### config.mk
export PLATFORM = sky130hd
export DESIGN_NAME = ahb_master_req
export DESIGN_NICKNAME = d
export VERILOG_FILES = /design/src/rtl/ahb_master_req.sv
export SDC_FILE = /design/constraint.sdc
export NUM_CORES = 1
export LEC_CHECK = 0
export BUFFER_PORTS_ARGS = -buffer_cell sky130_fd_sc_hd__buf_2
export CAP_MARGIN = 15
export CELL_PAD_IN_SITES_DETAIL_PLACEMENT = 0
export CELL_PAD_IN_SITES_GLOBAL_PLACEMENT = 1
export CORE_ASPECT_RATIO = 0.8
export CORE_MARGIN = 3
export CORE_UTILIZATION = 30
export DETAILED_ROUTE_END_ITERATION = 10
export PLACE_DENSITY_LB_ADDON = 0.15
export REMOVE_ABC_BUFFERS = 1
export SETUP_SLACK_MARGIN = 0.02
export SLEW_MARGIN = 0
export SYNTH_ARGS = -nofsm -noshare
export SYNTH_HDL_FRONTEND = slang
export SYNTH_SLANG_ARGS = --single-unit
### constraint.sdc
create_clock -name HCLK -period 2.08 [get_ports HCLK]
set_input_delay 0.312 -clock HCLK [delete_from_list [all_inputs] [get_ports HCLK]]
set_output_delay 0.312 -clock HCLK [all_outputs]
set_load 0.03 [all_outputs]
### src/rtl/ahb_master_req.sv
// AHB master request engine: HBUSREQ/HGRANT handshake followed by an INCR burst
// of 1..P_MAX_LEN word beats, with wait states, ERROR responses and grant loss.
module ahb_master_req #(
   parameter int unsigned P_MAX_LEN = 16
) (
   input  logic        HCLK,
   input  logic        HRESETn,
   output logic        HBUSREQ,
   input  logic        HGRANT,
   input  logic        HREADY,
   input  logic [1:0]  HRESP,
   input  logic [31:0] HRDATA,
   output logic [31:0] HADDR,
   output logic [1:0]  HTRANS,
   output logic        HWRITE,
   output logic [2:0]  HSIZE,
   output logic [2:0]  HBURST,
   output logic [31:0] HWDATA,
   input  logic        cmd_valid,
   output logic        cmd_ready,
   input  logic        cmd_write,
   input  logic [31:0] cmd_addr,
   input  logic [4:0]  cmd_len,
   input  logic [31:0] wr_data,
   output logic        wr_pop,
   output logic        rd_valid,
   output logic [31:0] rd_data,
   output logic        done,
   output logic        error
);

   localparam int unsigned AW = 32;
   localparam int unsigned DW = 32;
   localparam int unsigned LW = 5;

   localparam logic [1:0] TR_IDLE   = 2'b00;
   localparam logic [1:0] TR_NONSEQ = 2'b10;
   localparam logic [1:0] TR_SEQ    = 2'b11;

   typedef enum logic [1:0] {
      ST_IDLE,
      ST_REQ,
      ST_XFER,
      ST_LAST
   } state_e;

   state_e          state_q, state_d;
   logic            own_q, own_d;
   logic [LW-1:0]   rem_q, rem_d;
   logic            dph_q, dph_d;
   logic            err_q, err_d;
   logic            hbusreq_q, hbusreq_d;
   logic [1:0]      htrans_q, htrans_d;
   logic [AW-1:0]   haddr_q, haddr_d;
   logic            hwrite_q, hwrite_d;
   logic [DW-1:0]   hwdata_q, hwdata_d;
   logic            cmd_ready_q, cmd_ready_d;
   logic            rd_valid_q, rd_valid_d;
   logic [DW-1:0]   rd_data_q, rd_data_d;
   logic            done_q, done_d;
   logic            error_q, error_d;

   logic            accept_c;
   logic            resp_ok_c;
   logic            resp_err_c;
   logic [AW-1:0]   next_addr_c;
   logic [LW-1:0]   len_c;

   assign resp_ok_c   = (HRESP == 2'b00);
   assign next_addr_c = haddr_q + AW'(4);
   // First cycle of a two-cycle ERROR response on one of our data phases
   assign resp_err_c  = dph_q && !HREADY && !resp_ok_c;

   // Command length normalised to 1..P_MAX_LEN
   always_comb begin
      len_c = cmd_len;
      if (cmd_len == LW'(0)) begin
         len_c = LW'(1);
      end else if (cmd_len > LW'(P_MAX_LEN)) begin
         len_c = LW'(P_MAX_LEN);
      end
   end

   always_ff @(posedge HCLK or negedge HRESETn) begin
      if (!HRESETn) begin
         state_q     <= ST_IDLE;
         own_q       <= 1'b0;
         rem_q       <= '0;
         dph_q       <= 1'b0;
         err_q       <= 1'b0;
         hbusreq_q   <= 1'b0;
         htrans_q    <= TR_IDLE;
         haddr_q     <= '0;
         hwrite_q    <= 1'b0;
         hwdata_q    <= '0;
         cmd_ready_q <= 1'b1;
         rd_valid_q  <= 1'b0;
         rd_data_q   <= '0;
         done_q      <= 1'b0;
         error_q     <= 1'b0;
      end else begin
         state_q     <= state_d;
         own_q       <= own_d;
         rem_q       <= rem_d;
         dph_q       <= dph_d;
         err_q       <= err_d;
         hbusreq_q   <= hbusreq_d;
         htrans_q    <= htrans_d;
         haddr_q     <= haddr_d;
         hwrite_q    <= hwrite_d;
         hwdata_q    <= hwdata_d;
         cmd_ready_q <= cmd_ready_d;
         rd_valid_q  <= rd_valid_d;
         rd_data_q   <= rd_data_d;
         done_q      <= done_d;
         error_q     <= error_d;
      end
   end

   always_comb begin
      state_d    = state_q;
      own_d      = own_q;
      rem_d      = rem_q;
      dph_d      = dph_q;
      err_d      = err_q;
      hbusreq_d  = hbusreq_q;
      htrans_d   = htrans_q;
      haddr_d    = haddr_q;
      hwrite_d   = hwrite_q;
      hwdata_d   = hwdata_q;
      rd_valid_d = 1'b0;
      rd_data_d  = rd_data_q;
      done_d     = 1'b0;
      error_d    = 1'b0;
      accept_c   = 1'b0;

      if (HREADY) begin
         own_d = HGRANT;
      end

      // Data phase retires on HREADY; an errored read beat yields no data
      if (dph_q && HREADY) begin
         dph_d = 1'b0;
         if (!hwrite_q && resp_ok_c) begin
            rd_valid_d = 1'b1;
            rd_data_d  = HRDATA;
         end
      end
      if (dph_q && !resp_ok_c) begin
         err_d = 1'b1;
      end

      case (state_q)
         ST_IDLE: begin
            if (cmd_valid && cmd_ready_q) begin
               haddr_d   = cmd_addr & ~AW'(3);
               rem_d     = len_c;
               hwrite_d  = cmd_write;
               hbusreq_d = 1'b1;
               err_d     = 1'b0;
               state_d   = ST_REQ;
            end
         end

         ST_REQ: begin
            if (resp_err_c) begin
               rem_d     = '0;
               hbusreq_d = 1'b0;
               state_d   = ST_LAST;
            end else if (own_d) begin
               htrans_d  = TR_NONSEQ;
               hbusreq_d = (rem_q != LW'(1));
               state_d   = ST_XFER;
            end
         end

         ST_XFER: begin
            if (resp_err_c) begin
               htrans_d  = TR_IDLE;
               rem_d     = '0;
               hbusreq_d = 1'b0;
               state_d   = ST_LAST;
            end else if (HREADY) begin
               accept_c = 1'b1;
               dph_d    = 1'b1;
               haddr_d  = next_addr_c;
               rem_d    = rem_q - LW'(1);
               if (hwrite_q) begin
                  hwdata_d = wr_data;
               end
               if (rem_q == LW'(1)) begin
                  htrans_d  = TR_IDLE;
                  hbusreq_d = 1'b0;
                  state_d   = ST_LAST;
               end else if (!HGRANT) begin
                  // Grant lost: park at the next address and re-arbitrate
                  htrans_d  = TR_IDLE;
                  hbusreq_d = 1'b1;
                  state_d   = ST_REQ;
               end else begin
                  htrans_d  = (next_addr_c[9:0] == 10'd0) ? TR_NONSEQ : TR_SEQ;
                  hbusreq_d = (rem_q != LW'(2));
               end
            end
         end

         ST_LAST: begin
            if (HREADY) begin
               done_d    = 1'b1;
               error_d   = err_q || !resp_ok_c;
               err_d     = 1'b0;
               htrans_d  = TR_IDLE;
               hbusreq_d = 1'b0;
               state_d   = ST_IDLE;
            end
         end

         default: begin
            state_d = ST_IDLE;
         end
      endcase

      cmd_ready_d = (state_d == ST_IDLE);
   end

   assign HBUSREQ   = hbusreq_q;
   assign HTRANS    = htrans_q;
   assign HADDR     = haddr_q;
   assign HWRITE    = hwrite_q;
   assign HWDATA    = hwdata_q;
   assign HSIZE     = 3'b010;
   assign HBURST    = 3'b001;
   assign cmd_ready = cmd_ready_q;
   assign wr_pop    = accept_c && hwrite_q;
   assign rd_valid  = rd_valid_q;
   assign rd_data   = rd_data_q;
   assign done      = done_q;
   assign error     = error_q;

endmodule

==> flow_summary.yaml <==
clocking:
  cts_sinks: 112
  cts-root-buf: "clkbuf_16"
  clk-insertion-delay-late_ps: 360
  clock_path_buffers: 2
  tritoncts: "done"
  cts_max_level: 3
  clk_pin_slew_ps: 80
  cts_buffers: 9
hold_path:
  hold_path.startpoint: "HRDATA[6]"
  min_path_type: "in -> reg"
  hold_depth: 3
synthesis:
  ys_seq_area_share_pct: 49.80
  synth_seq_cells: 112
  yosys_warnings: 0
  synth.most_common_cell: "nand2_1"
  synth_edf_count: 0
  synthTopCellsByCount: "nand2_1 (117), dfrtp_1 (111), mux2_2 (34)"
  syn_area_um2: 5630
  yosys.area.top_type_share_pct: 49.33
  synth_cell_types: 68
  yosysTopAreaCell: "dfrtp_1"
  ys.flop_type: "dfrtp_1"
  syn_inst: 578
  async_reset_ff_share_pct: 100.0
  yosys-top-cells-area: "dfrtp_1 (49%), nand2_1 (7.8%), mux2_2 (6.8%)"
  syn_avg_cell_area_um2: 9.741
sta:
  fin_crit_sh_pct: 95.45
  rsz0062_at_grt: "false"
  post-route-min-period_ps: 1985
  fin_skew_ps: 6.924
  tightest_slew_ps: 515.8
  hold_violations: 0
  fmax_mhz: 503.7
  slew_headroom_pct: 65.46
  finalSetupViolations: 0
  slew_viol_final: 0
  fin_hold_ws_ps: 141.6
layout:
  seqCellArea_um2: 2804
  layout-drive-gt1-share_pct: 42.14
  nets: 926
  n_antenna_cell: 0
  stdcell_count: 1067
  fillCellCount: 1869
  multiInputGateArea_um2: 2664
  syn2layout_area_growth_pct: 34.64
critical_path:
  end_kind: "register"
  worst_ep_arrival_time_ps: 2220
  critical_path_class: "reg -> reg"
  worstReg2RegStart: "state_q[1]"
  startpoint: "state_q[1]"
  critPathMaxFanout: 11
  cp-start-kind: "register"
  r2r_cells: 8
  r2r_slack_ps: 90
  cp.required_ps: 2320
placement:
  hpwl_mm: 12.91
  place_inst: 1044
  gp_congestion: 0.8405
  portBuffers: 209
drt:
  vias: 5165
  wl_mm: 17.39
  drc_errors: 0
  viasPerCell: 4.841
  antenna_left: 0
  first_pass_iters: 4
  drtIter0Drc: 289
  wl_per_cell_um: 16.29
floorplanning:
  io_pins: 220
  core-area_um2: 18280
  die_h_um: 128.5
  die_w_um: 159.2
  die_area_um2: 20460
  rows: 44
  initial_core_util_pct: 30.81
outcome:
  status: "complete, no violations"
pwr:
  cellPowerDensity_nw_per_um2: 1538
  p_leak_nw: 3.978
  peakVddDrop_mv: 0.6113
global_route:
  grt_max_degree: 61
  antenna_found_initial: 0
  grt_use_total_pct: 16.23
  grt_pass1_wl_mm: 26.66
  grt_pass1_vias: 4906
  overflow: 0
flow_run:
  max-cap-violations: 0
## area by class of cell
class,count,area share (%)
Clock inverter,7,0.8582
Sequential cell,112,36.99
Clock buffer,9,2.971
Inverter,15,0.7427
Tap cell,253,4.176
Multi-Input combinational cell,417,35.14
Timing Repair Buffer,254,19.13
## per-layer routing
| layer | wire [um] | up-vias | GRT usage, % |
|---|---|---|---|
| met5 | 0 | - | 0 |
| met4 | 130 | 0 | 3.551 |
| met3 | 1105 | 10 | 4.023 |
| met2 | 8084 | 166 | 25.76 |
| met1 | 8065 | 2489 | 22.68 |
| li1 | - | 2500 | - |
## cell usage in the layout (no fill, tap or decap), types with 4 or more instances in the layout
cell       instances
nor3b_1            4
nor3_1            10
buf_4             39
inv_1             13
nand2b_1           5
and3_1            12
dfrtp_1          111
ha_1               6
conb_1             8
a31oi_1            4
o22ai_1           14
nor2_1            27
mux2i_1            5
a21oi_1           26
o221a_2            6
o21ai_0           28
or3_1              5
nand4_1           11
nand2_1          117
mux2_2            34
and2_1             4
nand3_1           18
buf_2            208
clkbuf_16          9
## repair_timing
item                                    4_1_cts  5_1_grt
setup buffers                                 2        2
hold buffers                                  1        0
pin swaps                                     0        1
endpoints found under the setup margin        1       28
hold endpoints to repair                     26        0
gates resized for setup                       4       16
cloned                                        1        1
## registers in the layout (all words and copies together), names as in the netlist, 2 cells and up
signal and cells:
state_q 2, HADDR 30, HTRANS 2, rem_q 5, rd_data 32, HWDATA 32
## power by group
group / switching [mW] / internal (mW)
registers: 0.728 / 3.02
logic: 3.92 / 2.26
clock network: 0.886 / 0.840
total: 5.53 / 6.12
## kinds of logic (layout without fill, tap and decap cells)
family	after synthesis	in the layout	synth area share [%]
adder cells (fa/ha/maj)	8	8	1.778
buffers and inverters	55	285	4.644
multiplexers	41	41	8.222
AND/OR/NAND/NOR	246	246	22.02
XOR/XNOR	1	1	0.1556
other	2	8	0.1334
AO/OA/AOI/OAI	113	113	13.24
flip-flops	112	112	49.80
## final timing paths
check,end
worst max register to register,HADDR[30]
min in group asynchronous,HADDR[31]
worst min register to register,rd_data[26]
max in group asynchronous,HWRITE
worst max-delay path,HADDR[30]
worst min-delay path,rd_data[6]
## stage by stage
| step | setup slack [ps] | power, mW | TNS [ps] | instance area (um2) | utilization (%) |
|---|---|---|---|---|---|
| finish | 94.73 | 11.66 | 0 | 7581 | 41.48 |
| global route | 16.75 | 12.43 | 0 | 7581 | 41.48 |
| CTS | 33.13 | 11.55 | 0 | 7493 | 41.00 |
| detailed placement | 37.60 | 9.744 | 0 | 7133 | 39.03 |
| global placement | 78.80 | 9.630 | 0 | 7133 | 39.03 |
| floorplan | -2134 | 7.527 | -98650 | 5448 | - |
## worst max-delay path, cell delays in order (launching register included)
cell and delay (ps):
dfrtp_1 460, inv_2 70, ha_2 190, a21boi_2 150, or3_1 380, buf_6 160
or3_1 330, o21ai_2 80, a221oi_2 50
(Power assumes the default switching activity.)
